File: config.mk
export PLATFORM = sky130hd
export DESIGN_NAME = ring_arb_flat
export DESIGN_NICKNAME = d
export VERILOG_FILES = /design/src/rtl/ring_arb_pkg.sv /design/src/rtl/ring_arb_if.sv /design/src/rtl/ring_arb_rr_pick.sv /design/src/rtl/ring_arb.sv /design/src/flat_wrapper.sv
export SDC_FILE = /design/constraint.sdc
export NUM_CORES = 1
export LEC_CHECK = 0
export CAP_MARGIN = 20
export CORE_UTILIZATION = 47
export CTS_BUF_LIST = sky130_fd_sc_hd__clkbuf_4 sky130_fd_sc_hd__clkbuf_8
export CTS_CLUSTER_DIAMETER = 120
export DETAILED_ROUTE_END_ITERATION = 16
export GPL_ROUTABILITY_DRIVEN = 0
export PLACE_DENSITY = 0.78
export SYNTH_ARGS = -nofsm -noshare
export SYNTH_HDL_FRONTEND = slang
export SYNTH_HIERARCHICAL = 1
export SYNTH_SLANG_ARGS = --single-unit
File: constraint.sdc
create_clock -name clk -period 2.3 [get_ports clk]
set_input_delay 0.23 -clock clk [delete_from_list [all_inputs] [get_ports clk]]
set_output_delay 0.23 -clock clk [all_outputs]
set_load 0.005 [all_outputs]
File: src/rtl/ring_arb_pkg.sv
// Shared bridge definitions for the port ring plus the ring_arb state encoding.
// The one-hot arbiter state bits live here so the bridge can decode them directly.
package ring_arb_pkg;

  localparam int NUM_PORTS = 4;

  localparam int PRW_PVEC     = 70;
  localparam int PRW_PCC_MSB  = 69;
  localparam int PRW_PCC_LSB  = 68;

  typedef logic [1:0] pcc_t;
  localparam pcc_t PCC_EOP    = 2'b10;
  localparam pcc_t PCC_BADEOP = 2'b11;

  localparam int s_idle  = 0;
  localparam int s_grant = 1;
  localparam int s_busy  = 2;

  typedef enum logic [2:0] {
    IDLE  = 3'(1 << s_idle),
    GRANT = 3'(1 << s_grant),
    BUSY  = 3'(1 << s_busy)
  } arb_state_e;

  function automatic int rrNext(input int idx, input int n);
    return (idx + 1 >= n) ? 0 : idx + 1;
  endfunction

endpackage

File: src/rtl/ring_arb_if.sv
// Handshake and ring-monitor bundle between the port ring taps and ring_arb.
// slave = arbiter side, master = tap/monitor side.
interface ring_arb_if
  import ring_arb_pkg::*;
#(
  parameter int num_ports = NUM_PORTS
);
  localparam int OW = (num_ports > 1) ? $clog2(num_ports) : 1;

  logic [num_ports-1:0] rarb_req;
  logic [num_ports-1:0] rarb_ack;
  logic [num_ports-1:0] rmon_xfer;
  logic [num_ports-1:0] rmon_pvec;
  logic [num_ports-1:0] rmon_eop;
  logic [OW-1:0]        arb_owner;
  logic                 arb_busy;
  logic                 arb_err;

  modport slave (
    input  rarb_req, rmon_xfer, rmon_pvec, rmon_eop,
    output rarb_ack, arb_owner, arb_busy, arb_err
  );

  modport master (
    output rarb_req, rmon_xfer, rmon_pvec, rmon_eop,
    input  rarb_ack, arb_owner, arb_busy, arb_err
  );

endinterface

File: src/rtl/ring_arb_rr_pick.sv
// Combinational round-robin picker: first requester at or after ptr_i, wrapping.
module ring_arb_rr_pick
  import ring_arb_pkg::*;
#(
  parameter int num_ports = NUM_PORTS,
  parameter int IW        = (num_ports > 1) ? $clog2(num_ports) : 1
) (
  input  logic [num_ports-1:0] req_i,
  input  logic [IW-1:0]        ptr_i,
  output logic [num_ports-1:0] grant_o,
  output logic [IW-1:0]        idx_o,
  output logic                 valid_o
);

  logic [IW-1:0] cand;

  always_comb begin
    grant_o = '0;
    idx_o   = '0;
    valid_o = 1'b0;
    cand    = '0;
    for (int k = 0; k < num_ports; k++) begin
      cand = IW'((int'(ptr_i) + k) % num_ports);
      if (!valid_o && req_i[cand]) begin
        valid_o       = 1'b1;
        idx_o         = cand;
        grant_o[cand] = 1'b1;
      end
    end
  end

endmodule

File: src/rtl/ring_arb.sv
// Ring injection arbiter: round-robin grant held from owner header to owner EOP.
// Optional owner-silence timeout enabled by RING_ARB_TIMEOUT_EN.
module ring_arb
  import ring_arb_pkg::*;
#(
  parameter int num_ports = NUM_PORTS,
  parameter int timeout   = 1024
) (
  input logic       clk,
  input logic       reset,
  ring_arb_if.slave bus
);

  localparam int OW = (num_ports > 1) ? $clog2(num_ports) : 1;

  if (timeout < 1 || num_ports < 1) begin : gParamCheck
    $error("ring_arb: timeout and num_ports must be positive");
  end

  arb_state_e           state_q, state_d;
  logic [OW-1:0]        owner_q, owner_d, ptr_q, ptr_d, ptrNext;
  logic [num_ports-1:0] ack_q, ack_d;
  logic                 err_q, err_d;

  logic [num_ports-1:0] pickGrant, ownerMask;
  logic [OW-1:0]        pickIdx;
  logic                 pickValid;
  logic                 ownXfer, ownHdr, ownEop, ownReq, foreignHdr, expired;

  ring_arb_rr_pick #(.num_ports(num_ports), .IW(OW)) uPick (
    .req_i   (bus.rarb_req),
    .ptr_i   (ptr_q),
    .grant_o (pickGrant),
    .idx_o   (pickIdx),
    .valid_o (pickValid)
  );

  // In IDLE nobody owns the ring, so every header counts as a violation.
  always_comb begin
    ownerMask = '0;
    if (state_q != IDLE) ownerMask[owner_q] = 1'b1;
  end

  assign ownXfer    = bus.rmon_xfer[owner_q];
  assign ownHdr     = ownXfer & bus.rmon_pvec[owner_q];
  assign ownEop     = ownXfer & ~bus.rmon_pvec[owner_q] & bus.rmon_eop[owner_q];
  assign ownReq     = bus.rarb_req[owner_q];
  assign foreignHdr = |(bus.rmon_xfer & bus.rmon_pvec & ~ownerMask);
  assign ptrNext    = OW'(rrNext(int'(owner_q), num_ports));

`ifdef RING_ARB_TIMEOUT_EN
  localparam int TW = $clog2(timeout + 1);
  logic [TW-1:0] tmr_q, tmr_d;

  // Counts cycles without owner progress; expiry fires on the timeout-th one.
  always_comb begin
    tmr_d   = '0;
    expired = 1'b0;
    if ((state_q == GRANT && ownReq && !ownHdr) || (state_q == BUSY && !ownXfer)) begin
      if (tmr_q == TW'(timeout - 1)) expired = 1'b1;
      else                           tmr_d   = tmr_q + 1'b1;
    end
  end

  always_ff @(posedge clk) begin
    if (reset) tmr_q <= '0;
    else       tmr_q <= tmr_d;
  end
`else
  assign expired = 1'b0;
`endif

  always_comb begin
    state_d = state_q;
    owner_d = owner_q;
    ptr_d   = ptr_q;
    ack_d   = ack_q;
    err_d   = foreignHdr | expired;
    unique case (state_q)
      IDLE: begin
        ack_d = '0;
        if (pickValid) begin
          owner_d = pickIdx;
          ack_d   = pickGrant;
          state_d = GRANT;
        end
      end
      GRANT: begin
        if (ownHdr) begin
          ack_d   = '0;
          state_d = BUSY;
        end else if (!ownReq || expired) begin
          ack_d   = '0;
          ptr_d   = ptrNext;
          state_d = IDLE;
        end
      end
      BUSY: begin
        ack_d = '0;
        if (ownEop || expired) begin
          ptr_d   = ptrNext;
          state_d = IDLE;
        end
      end
      default: begin
        ack_d   = '0;
        state_d = IDLE;
      end
    endcase
  end

  always_ff @(posedge clk) begin
    if (reset) begin
      state_q <= IDLE;
      owner_q <= '0;
      ptr_q   <= '0;
      ack_q   <= '0;
      err_q   <= 1'b0;
    end else begin
      state_q <= state_d;
      owner_q <= owner_d;
      ptr_q   <= ptr_d;
      ack_q   <= ack_d;
      err_q   <= err_d;
    end
  end

  assign bus.rarb_ack  = ack_q;
  assign bus.arb_owner = owner_q;
  assign bus.arb_busy  = (state_q == BUSY);
  assign bus.arb_err   = err_q;

endmodule

File: src/flat_wrapper.sv
// flat-port wrapper written by rule: the top's interface ports become plain ports
module ring_arb_flat import ring_arb_pkg::*;
#(
  parameter int num_ports = NUM_PORTS,
  parameter int timeout   = 1024
)
  (clk, reset, bus_rarb_req, bus_rmon_xfer, bus_rmon_pvec, bus_rmon_eop, bus_rarb_ack, bus_arb_owner, bus_arb_busy, bus_arb_err);
  ring_arb_if #(.num_ports(num_ports)) bus_i ();
  input logic clk;
  input logic reset;
  input wire logic [$bits(bus_i.rarb_req)-1:0] bus_rarb_req;
  input wire logic [$bits(bus_i.rmon_xfer)-1:0] bus_rmon_xfer;
  input wire logic [$bits(bus_i.rmon_pvec)-1:0] bus_rmon_pvec;
  input wire logic [$bits(bus_i.rmon_eop)-1:0] bus_rmon_eop;
  output wire logic [$bits(bus_i.rarb_ack)-1:0] bus_rarb_ack;
  output wire logic [$bits(bus_i.arb_owner)-1:0] bus_arb_owner;
  output wire logic [$bits(bus_i.arb_busy)-1:0] bus_arb_busy;
  output wire logic [$bits(bus_i.arb_err)-1:0] bus_arb_err;
  assign bus_i.rarb_req = bus_rarb_req;
  assign bus_i.rmon_xfer = bus_rmon_xfer;
  assign bus_i.rmon_pvec = bus_rmon_pvec;
  assign bus_i.rmon_eop = bus_rmon_eop;
  assign bus_rarb_ack = bus_i.rarb_ack;
  assign bus_arb_owner = bus_i.arb_owner;
  assign bus_arb_busy = bus_i.arb_busy;
  assign bus_arb_err = bus_i.arb_err;
  ring_arb #(.num_ports(num_ports), .timeout(timeout)) u_core (.clk(clk), .reset(reset), .bus(bus_i));
endmodule
==> metrics.yaml, run 1 <==
status: "finished, final reports clean"
critPathRequiredTime_ns: 2.46
first_iter_violations: 39
r2r_start: "u_core/ptr_q[1]"
synth-compound-area-share_pct: 20.79
path_class: "flop to flop"
final_cells: 180
grt_antenna_before_repair: 0
clock_skew_ns: 0.01549
cts_root_buf: "clkbuf_4"
setup.worst_path.start: "u_core/ptr_q[1]"
dr.pass1.iters: 4
start_util_pct: 51.92
ys_ff_latch: 12
cts.sinks: 12
regToRegSetupSlack_ns: 0.15
wl_per_cell_um: 16.11
synth_top_family_by_area: "multiplexers"
synthTopCellsByArea: "dfxtp_1 20%, ha_1 9.4%, mux4_2 9.4%"
grt_start_max_net_pins: 14
die_area_um2: 2767
place_area_um2: 1485
tightest_slew_ns: 0.4394
die_x_um: 52.61
grt_pass1_vias: 1086
holdPathStages: 2
synth_top_area_cell: "dfxtp_1"
final_area_um2: 1541
ys_types: 41
peakVddDrop_v: 0.0002765
fmax_mhz: 464.4
synth-xor-area-share_pct: 0
pin_count: 26
min_path_type: "flop to flop"
synth_fa_ha_area_share_pct: 9.356
clk_latency_ns: 0.28
coreArea_um2: 2318
via_per_inst: 6.100
synth.cell_area_um2: 1204
endpoint_kind: "flop"
finalHoldViolCount: 0
slew_headroom_pct: 70.62
cts.path.max_buffers: 2
grt_pass1_wl_mm: 4.816
async_flop_share_pct: 0
numCtsBuffers: 3
muxShareOfSynthArea_pct: 25.68
yosysSeqAreaShare_pct: 19.96
dp_hpwl_mm: 2.232
grt-ovfl-total: 0
drc: 0
numPortBuffers: 25
finalMaxSlewViolations: 0
drv_cap: 0
dp_cells: 175
final.period_utilization_pct: 93.63
synth_top_area_share_pct: 19.96
p_total_mw: 0.7072
drt-total-wl_mm: 2.900
drtAntennaViolNets: 0
power_leakage_nw: 0.5729
reg2regPathDepth: 8
syn_nets: 150
synthCells: 123
setup_violations: 0
drive_gt1_share_pct: 19.74
fp.dieH_um: 52.61
antenna_cells: 0
row_count: 17
powerDensity_nw_per_um2: 458.8
avgSynthCellArea_um2: 9.786
clk_pin_slew_ns: 0.09
nets: 180
gr-usage-all-layers_pct: 23.76
final_util_pct: 66.49
hold_start: "u_core/bus.rarb_ack[3]"
syn_to_final_growth_pct: 28.07
via_count: 1098
h-tree-depth: 1
cp_max_fo: 8
period_needed_ns: 2.153
yosys_warnings: 6
synth-edff-count: 0
critPathLaunchType: "flop"
r2r_end: "u_core/bus.arb_owner[1]"
synthSimpleGateAreaFrac_pct: 17.67
critPathArrivalTime_ns: 2.32
hold_end: "u_core/bus.rarb_ack[3]"
tritoncts: "yes"
synth_ff_type: "dfxtp_1"
## final cells by class
class | count | area (µm²)
Tap cell | 28 | 35.03
Sequential cell | 12 | 240.2
Multi-Input combinational cell | 96 | 897.1
Fill cell | 185 | 777.0
Clock buffer | 4 | 36.28
Timing Repair Buffer | 32 | 302.8
Inverter | 8 | 30.03
## cell usage after synthesis, drive strengths merged (2+ instances only)
| library cell | count |
|---|---|
| a21oi | 6 |
| a22oi | 8 |
| a31oi | 2 |
| a32oi | 4 |
| buf | 3 |
| clkbuf | 4 |
| dfxtp | 12 |
| ha | 9 |
| inv | 8 |
| mux2 | 3 |
| mux2i | 8 |
| mux4 | 8 |
| nand2 | 7 |
| nand2b | 3 |
| nor2 | 10 |
| nor2b | 2 |
| nor3 | 2 |
| nor3b | 2 |
| nor4 | 3 |
| o21ai | 6 |
| or3b | 2 |
## sequential cells by signal, summed over array words and instances, names as in the netlist
register / count
u_core/ptr_q: 2
u_core/bus.rarb_ack: 4
u_core/state_q: 3
u_core/bus.arb_owner: 2
u_core/bus.arb_err: 1
## where the power goes
group	internal (mW)	switching, mW	total [mW]	leakage [nW]
sequential	0.226	0.0201	0.246	0.0981
combinational	0.150	0.138	0.289	0.454
clock	0.0961	0.0764	0.173	0.0210
## cell usage in the layout (no fill, tap or decap), types with 4 or more instances in the layout
cell / n
a21oi_1: 5
nand2_1: 6
mux2i_1: 8
ha_1: 8
buf_4: 7
a32oi_1: 4
mux4_2: 5
inv_1: 7
dfxtp_1: 12
nor2_1: 9
clkdlybuf4s50_1: 25
o21ai_0: 5
a22oi_1: 8
## how the worst max path moves through the flow
| stage | slack (ns) | end |
|---|---|---|
| 2_1_floorplan | 0.05 | u_core/bus.arb_owner[1] |
| 5_1_grt | -0.003 | u_core/bus.rarb_ack[0] |
| 4_1_cts | 0.07 | u_core/bus.arb_owner[1] |
| 3_5_place_dp | -0.01 | u_core/bus.arb_owner[1] |
| 3_3_place_gp | 0.07 | u_core/bus.arb_owner[1] |
| 6_report | 0.15 | u_core/bus.arb_owner[1] |
## metal layers
layer | part of all wire, % | up-vias | GRT usage (%) | routed length [µm]
li1 | - | 534 | - | -
met1 | 43 | 527 | 27.26 | 1247
met2 | 52 | 35 | 42.19 | 1503
met3 | 4.2 | 2 | 4.638 | 122
met4 | 0.90 | 0 | 10.09 | 26
met5 | 0 | - | 0 | 0
## logic make-up after synthesis
| family | after synthesis |
|---|---|
| buf+inv | 15 |
| fa+ha+maj | 9 |
| simple gates | 34 |
| mux | 19 |
| flops | 12 |
| compound gates | 34 |
## per-stage QoR
stage	setup TNS, ns	hold WS [ns]	setup slack [ns]
floorplan	0	0.4103	0.04765
global placement	0	0.5057	0.07323
detailed placement	-0.01244	0.5110	-0.01244
CTS	0	0.5306	0.07384
global route	-0.003085	0.5688	-0.003085
finish	0	0.5268	0.1466
## timing repair
item / in CTS / in global routing
setup buffers: 0 / 1
hold endpoints to repair: 0 / 0
endpoints found under the setup margin: 0 / 7
hold buffers: 0 / 0
gates resized for setup: 0 / 1
## worst max-delay path: stages, from the launching register on
cell	delay (ns)
dfxtp_1	0.35
inv_1	0.12
ha_4	0.32
mux4_2	0.39
nor4b_4	0.33
nor2_1	0.08
a32o_1	0.23
mux2i_1	0.15
nor2_1	0.06
Note: power is estimated with default switching activity, not from simulation.
==> inputs of run 2 (changes only) <==
SLEW_MARGIN = 20   (was unset)
==> results of run 2 <==
Same layout as run 1: the final DEF is identical, and so are final timing and power.
